File: src/rtl/seven_seg_scan_controller.sv
// seven_seg_scan_controller: 4-digit multiplexed 7-seg driver with PWM dimming, dead time and tear-free loads
module seven_seg_scan_controller #(
    parameter int TICKS_PER_DIGIT = 100000,
    parameter int DEAD_TICKS      = 1000
) (
    input  logic       clk_100MHz,
    input  logic       reset,
    input  logic       load_valid,
    output logic       load_ready,
    input  logic [3:0] load_v3,
    input  logic [3:0] load_v2,
    input  logic [3:0] load_v1,
    input  logic [3:0] load_v0,
    input  logic [3:0] load_dp,
    input  logic [3:0] digit_en,
    input  logic       lz_blank,
    input  logic [3:0] brightness,
    output logic [3:0] anodes,
    output logic [7:0] cathodes,
    output logic       frame_start
);
    localparam int TW = $clog2(TICKS_PER_DIGIT);
    localparam int SL = TICKS_PER_DIGIT / 16;
    // active-high a..g glyphs, entry 15 in the top bits
    localparam logic [111:0] SEG = {7'h71, 7'h79, 7'h5E, 7'h39, 7'h7C, 7'h77, 7'h6F, 7'h7F,
                                    7'h07, 7'h7D, 7'h6D, 7'h66, 7'h4F, 7'h5B, 7'h06, 7'h3F};

    typedef enum logic [1:0] {DEAD, ON, OFF} slot_t;

    slot_t           state, state_nxt;
    logic [TW-1:0]   tick, tick_nxt;
    logic [1:0]      idx;
    logic [3:0]      level, lvl;
    logic [3:0][3:0] val, shadow_val;
    logic [3:0]      dp, shadow_dp, zero, lead, blank;
    logic            pending, wrap, xfer, lit;

    assign load_ready = !pending;
    assign lead = {zero[3], &zero[3:2], &zero[3:1], 1'b0};
    assign blank = ~digit_en | ({4{lz_blank}} & lead);
    assign lit = state == ON && !blank[idx];

    always_comb begin
        tick_nxt = (tick == TW'(TICKS_PER_DIGIT - 1)) ? '0 : tick + 1'b1;
        wrap = tick_nxt == '0 && idx == 2'd3;
        xfer = load_valid && load_ready;
        lvl = (tick == '0) ? brightness : level;
        state_nxt = (tick_nxt < TW'(DEAD_TICKS)) ? DEAD :
                    (tick_nxt / TW'(SL) <= TW'(lvl)) ? ON : OFF;
        for (int i = 0; i < 4; i++) zero[i] = val[i] == 4'd0 && !dp[i];
    end

    always_ff @(posedge clk_100MHz) begin
        if (reset) begin
            tick <= '0;
            idx <= '0;
            state <= DEAD;
            level <= '0;
            val <= '0;
            dp <= '0;
            shadow_val <= '0;
            shadow_dp <= '0;
            pending <= 1'b0;
            anodes <= 4'hF;
            cathodes <= 8'hFF;
            frame_start <= 1'b0;
        end else begin
            tick <= tick_nxt;
            state <= state_nxt;
            level <= lvl;
            if (tick_nxt == '0) idx <= idx + 2'd1;
            // a load accepted on the wrap cycle itself waits for the following wrap
            if (wrap && pending) begin
                val <= shadow_val;
                dp <= shadow_dp;
            end
            if (xfer) begin
                shadow_val <= {load_v3, load_v2, load_v1, load_v0};
                shadow_dp <= load_dp;
            end
            pending <= xfer || (pending && !wrap);
            frame_start <= tick == '0 && idx == 2'd0;
            anodes <= lit ? ~(4'b1 << idx) : 4'hF;
            cathodes <= lit ? ~{dp[idx], SEG[7 * val[idx] +: 7]} : 8'hFF;
        end
    end
endmodule

File: config.mk
export PLATFORM = sky130hd
export DESIGN_NAME = seven_seg_scan_controller
export DESIGN_NICKNAME = d
export VERILOG_FILES = /design/src/rtl/seven_seg_scan_controller.sv
export SDC_FILE = /design/constraint.sdc
export NUM_CORES = 1
export LEC_CHECK = 0
export BUFFER_PORTS_ARGS = -buffer_cell sky130_fd_sc_hd__buf_2
export CAP_MARGIN = 20
export CORE_ASPECT_RATIO = 0.5
export CORE_MARGIN = 2
export CORE_UTILIZATION = 26
export CTS_CLUSTER_SIZE = 14
export DETAILED_ROUTE_END_ITERATION = 12
export SLEW_MARGIN = 15
export SYNTH_ARGS = -nofsm -noshare
export SYNTH_HDL_FRONTEND = slang
export SYNTH_SLANG_ARGS = --single-unit
File: constraint.sdc
create_clock -name clk_100MHz -period 7.7 [get_ports clk_100MHz]
set_input_delay 1.925 -clock clk_100MHz [delete_from_list [all_inputs] [get_ports clk_100MHz]]
set_output_delay 1.925 -clock clk_100MHz [all_outputs]
set_load 0.05 [all_outputs]
* Word level (Yosys, flattened, before mapping)
Index checks and enable logic that the tools add are counted.
Storage, ports and cells: bits in registers 79, latch bits 0, RAM bits 0, bits in read-only memories 0, bits of input ports 32, output and inout port bits 14, logic and storage cells 71, memories 0
Cells by class: add/subtract/negate cells 2, $mul 1, div/mod/pow operators 1, magnitude comparators 3, eq/ne operators 3, shift-type cells 2, multiplexer cells 9, bitwise logic cells 6, reduce and logical (&&, ||, !) cells 26
Operators by type and width (number):
- 112-bit by 8-bit variable part select with 7-bit output, first input constant | 1
- 17-bit logical NOT | 2
- 17-bit by 1-bit adder with 17-bit output, second input constant | 1
- 17-bit by 13-bit divider with 17-bit output, second input constant | 1
- 17-bit == test, second input constant | 1
- 17-bit by 4-bit less-or-equal comparator with 1-bit output | 1
- 17-bit by 10-bit less-than comparator with 1-bit output, second input constant | 1
- 17-bit 2-to-1 mux | 1
- 4-bit logical NOT | 3
- 1-bit logical AND | 9
- 4-bit binary-select mux with 2-bit select | 1
- 4-bit 2-to-1 mux | 2
- 4-bit inverter | 2
- 8-bit inverter | 1
- 3-bit by 4-bit multiplier with 7-bit output, first input constant | 1
- 1-bit logical NOT | 6
- 4-bit bitwise AND | 1
- 1-bit binary-select mux with 2-bit select | 2
- 4-bit OR | 1
- 2-bit OR reduction | 2
- 1-bit by 2-bit << shifter with 4-bit output, first input constant | 1
- 2-bit by 3-bit less-than comparator with 1-bit output, second input constant | 1
- 3-bit AND reduction | 1
- 2-bit by 1-bit adder with 2-bit output, second input constant | 1
- 8 further kinds | 9

* Depth between registers and ports, before layout
depth in word-level cells 11, mapped depth 35, gate-level depth less buffers 33

* Worst setup path before layout
Ideal clock, no wire load.
kind register -> register, start point register tick[0], end point register state[1], library setup time 0.095 ns, data arrival time 6.675 ns, data required time 7.605 ns, slack 0.929 ns, cell stages (with the launch flop) 32, buffers on the path 1, period minus slack after synthesis 6.771 ns, cell sequence dfxtp_1 > ha_1 > nand4_4 > or4_4 > xor2_1 > nand4_2 > o21ba_2 > nor3_4 > a211oi_4 > a21oi_4 > o31ai_2 > nand3_1 > o311a_4 > nor2_2 > buf_6 > xnor2_1 > ha_1 > nand2_1 > a222oi_1 > a21oi_1 > nand2b_4 > a31o_2 > or4_1 > o311a_1 > o22a_1 > ha_1 > nor2b_1 > o21ai_0 > nand2b_1 > a21oi_1 > a41o_1 > a221oi_1
Between the ends: word-level cells in the longest chain between the ends 5, elaborated cells between the ends (all ways) 10, classes of those cells 1 x add/sub; 1 x div; 2 x order compare; 1 x eq/ne; 3 x mux; 2 x reduce/logical
Ends and longest elaborated chain:
- start: declaration | line 31 | logic [TW-1:0] tick, tick_nxt;
- start signal: assignment | line 68 | tick <= tick_nxt;
- 17-bit by 1-bit adder with 17-bit output or 17-bit == test (tied branches) | line 44 | tick_nxt = (tick == TW'(TICKS_PER_DIGIT - 1)) ? '0 : tick + 1'b1;
- 17-bit 2-to-1 mux | line 44
- 17-bit by 13-bit divider with 17-bit output | line 49 | (tick_nxt / TW'(SL) <= TW'(lvl)) ? ON : OFF;
- 17-bit by 4-bit less-or-equal comparator with 1-bit output | line 49
- 2-bit 2-to-1 mux | line 49
- end signal: assignment | line 69 | state <= state_nxt;
- end: declaration | line 30 | slot_t state, state_nxt;
Several ways; a longest one is shown, not always the timed one. A chain may end at the register's enable or synchronous reset.

* Worst setup path in the final report
start point register tick[1], end point register state[1]
The elaborated chain is that of the path after synthesis.

==> impl_metrics.tcl <==
set metrics [dict create \
    cts.clk_slew.worst_paths_ps 60 \
    synth.distinct_cells 98 \
    core-area_mm2 0.0220 \
    grt_pass1_wl_um 27700 \
    cts_buffer_depth 2 \
    finalHoldViolations 0 \
    globalplace.congestion 0.920 \
    start_util 0.269 \
    synthArstFlopShare 0 \
    ys_ff_latch 79 \
    dr_total_vias 5817 \
    endpoint_kind "flop" \
    hold_path.class "reg2reg" \
    rows 38 \
    routedWlPerCell_um 15.4 \
    die_h_um 111 \
    setup_viol 0 \
    numClockSinks 79 \
    max_stage_delay_ps 580 \
    power_mw 0.998 \
    period_needed_ps 7250 \
    critPathLaunch "tick[1]$_SDFF_PP0_" \
    arrival_ps 7490 \
    first_iter_violations 555 \
    ant_nets 0 \
    tns_ps 0 \
    timing.rr.end "state[1]$_SDFF_PP0_" \
    dieArea_mm2 0.0240 \
    synth.area.top_cells "dfxtp_1 27%, nand2_1 8.7%, a21oi_1 5.9%" \
    cp-endpoint "state[1]$_SDFF_PP0_" \
    numCtsBuffers 9 \
    overflow 0 \
    root_buffer "clkbuf_16" \
    synth_nets 810 \
    finalCritPeriodShare 0.941 \
    portBuffers 45 \
    synth_ff_type "dfxtp_1" \
    worstRegToRegCells 30 \
    max_freq_ghz 0.138 \
    crit_type "reg2reg" \
    synth_cells 761 \
    grt_util_all_layers 0.141 \
    netlist_area_mm2 0.00591 \
    cap_violations 0 \
    drc 0 \
    fin_worst_skew_ps 6.77 \
    place_hpwl_um 13000 \
    crit_slowest_cell "or4_4" \
    synth_top_area_share 0.268 \
    r2r_setup_slack_ps 450 \
    num-nets-final 840 \
    path_max_fanout 15 \
    antenna_found_initial 0 \
    p_per_area_mw_per_mm2 148 \
    syn_area_per_cell_um2 7.76 \
    io_pins 46 \
    vias_per_cell 5.31 \
    final_layout_size_suffix_gt1_frac 0.167 \
    drv_slew 0 \
    required_ps 7950 \
    cts_tree "built" \
    htree_num_levels 3 \
    drtPass1Iterations 6 \
    p_leak_nw 2.48 \
    crit_top_cell "ha_1" \
    area_growth_pct 14.2 \
    design_area_mm2 0.00675 \
    yosys.area.top_type "dfxtp_1" \
    placed_cell_area_mm2 0.00641 \
    synth-edff-count 0 \
    grt_start_max_net_pins 69 \
    clk_latency_ps 340 \
    synth_seq_area_share 0.268 \
    rsz0062_at_grt "no" \
    r2r_start "tick[1]$_SDFF_PP0_" \
    status "complete, no violations" \
    cts_hold_buf 0 \
    wl_um 16900 \
    worstMarginPinSlew_ps 1030 \
    peakVddDrop_mv 0.109 \
    start_kind "flop" \
    n_antenna_cell 0 \
    grt_pass1_vias 5335 \
    yosys_warnings 0 \
    slew_headroom 0.312 \
    die_width_um 217 \
]
[placed cells by master (no fill, tap or decap), types with 5 or more instances in the layout]
master,count
buf_2,45
o21ai_1,5
nor3_1,30
and3_1,8
nand2_1,137
nand3_1,32
a21oi_1,69
a31oi_1,10
a221oi_1,5
nor4_1,8
nand2b_1,6
mux2i_1,7
nand4_1,6
a211oi_1,5
inv_1,19
xor2_1,10
buf_4,12
nor2b_1,6
ha_1,16
o221ai_1,8
nor2_1,58
dfxtp_1,79
or3_1,6
clkbuf_16,9
xnor2_1,33
mux4_2,5
o21ai_0,26
[Yosys cell counts (8+ instances only)]
cell and number:
nand2_1 137, xor2_1 10, o221ai_1 8, dfxtp_1 79
a21oi_1 70, a31oi_1 10, nor3_1 30, inv_1 19
nand3_1 33, o21ai_0 27, nor4_1 8, xnor2_1 33
clkbuf_1 24, and3_1 8, ha_1 17, nor2_1 58
[sequential cells by signal (all words and copies together) (netlist names)]
name / count
shadow_dp: 4
dp: 4
tick: 17
cathodes: 8
shadow_val: 16
state: 2
val: 16
frame_start: 1
level: 4
pending: 1
anodes: 4
idx: 2
[cell type report]
type | instances | area (um2)
clock buffer | 11 | 243
fill | 2359 | 15200
multi-input combinational | 622 | 4080
tap | 300 | 375
sequential | 79 | 1580
clock inverter | 5 | 65.1
inverter | 22 | 85.1
timing repair buffer | 57 | 315
[worst max-delay path, delay by kind of cell (launching register included)]
kind	cells	cell delay, ps
AO/OA/AOI/OAI	14	2980
XOR/XNOR	2	450
adder cells (fa/ha/maj)	3	720
flip-flops	1	430
multiplexers	1	450
AND/OR/NAND/NOR	10	2110
[where the power goes]
| part | total, mW | switching (mW) | internal (mW) |
|---|---|---|---|
| logic | 0.130 | 0.0812 | 0.0485 |
| clock network | 0.433 | 0.170 | 0.263 |
| registers | 0.435 | 0.0124 | 0.423 |
| total | 0.998 | 0.264 | 0.734 |
[routing by layer]
metal | global-route usage | share of wire | vias to the layer above
met1 | 0.185 | 0.46 | 2742
met5 | 0 | 0 | -
met3 | 0.0278 | 0.063 | 29
li1 | - | - | 2826
met2 | 0.231 | 0.45 | 220
met4 | 0.0470 | 0.021 | 0
[worst min path at each step]
stage	to	cells past startpoint	slack, ps	start
2_1_floorplan	cathodes[3]$_SDFF_PP1_	2	430	state[1]$_SDFF_PP0_
6_report	val[6]$_SDFFE_PP0P_	2	450	shadow_val[6]$_SDFFE_PP0P_
5_1_grt	val[2]$_SDFFE_PP0P_	2	470	val[2]$_SDFFE_PP0P_
4_1_cts	val[6]$_SDFFE_PP0P_	2	460	shadow_val[6]$_SDFFE_PP0P_
3_5_place_dp	val[3]$_SDFFE_PP0P_	2	450	val[3]$_SDFFE_PP0P_
3_3_place_gp	val[3]$_SDFFE_PP0P_	2	440	val[3]$_SDFFE_PP0P_
[what timing repair did]
item,CTS,global route
buffers inserted,0,2
setup endpoints to repair,0,2
gates resized for setup,0,5
[per-stage QoR]
stage / utilization / std cells / hold slack (ps) / worst slack (ps)
final: 0.307 / 1096 / 454 / 454
after global routing: 0.307 / 1096 / 466 / 8.89
after CTS: 0.306 / 1094 / 457 / 390
after detailed placement: 0.292 / 1078 / 447 / 412
after global placement: 0.292 / 1078 / 445 / 607
after floorplan: - / 761 / 427 / 929
[logic make-up after synthesis]
| kind of cell | after synthesis | share of synthesized area |
|---|---|---|
| simple gates | 344 | 0.300 |
| compound gates | 201 | 0.247 |
| flops | 79 | 0.268 |
| buf+inv | 60 | 0.0455 |
| xor+xnor | 43 | 0.0637 |
| fa+ha+maj | 18 | 0.0377 |
| mux | 16 | 0.0390 |
Note: power is estimated with default switching activity, not from simulation.
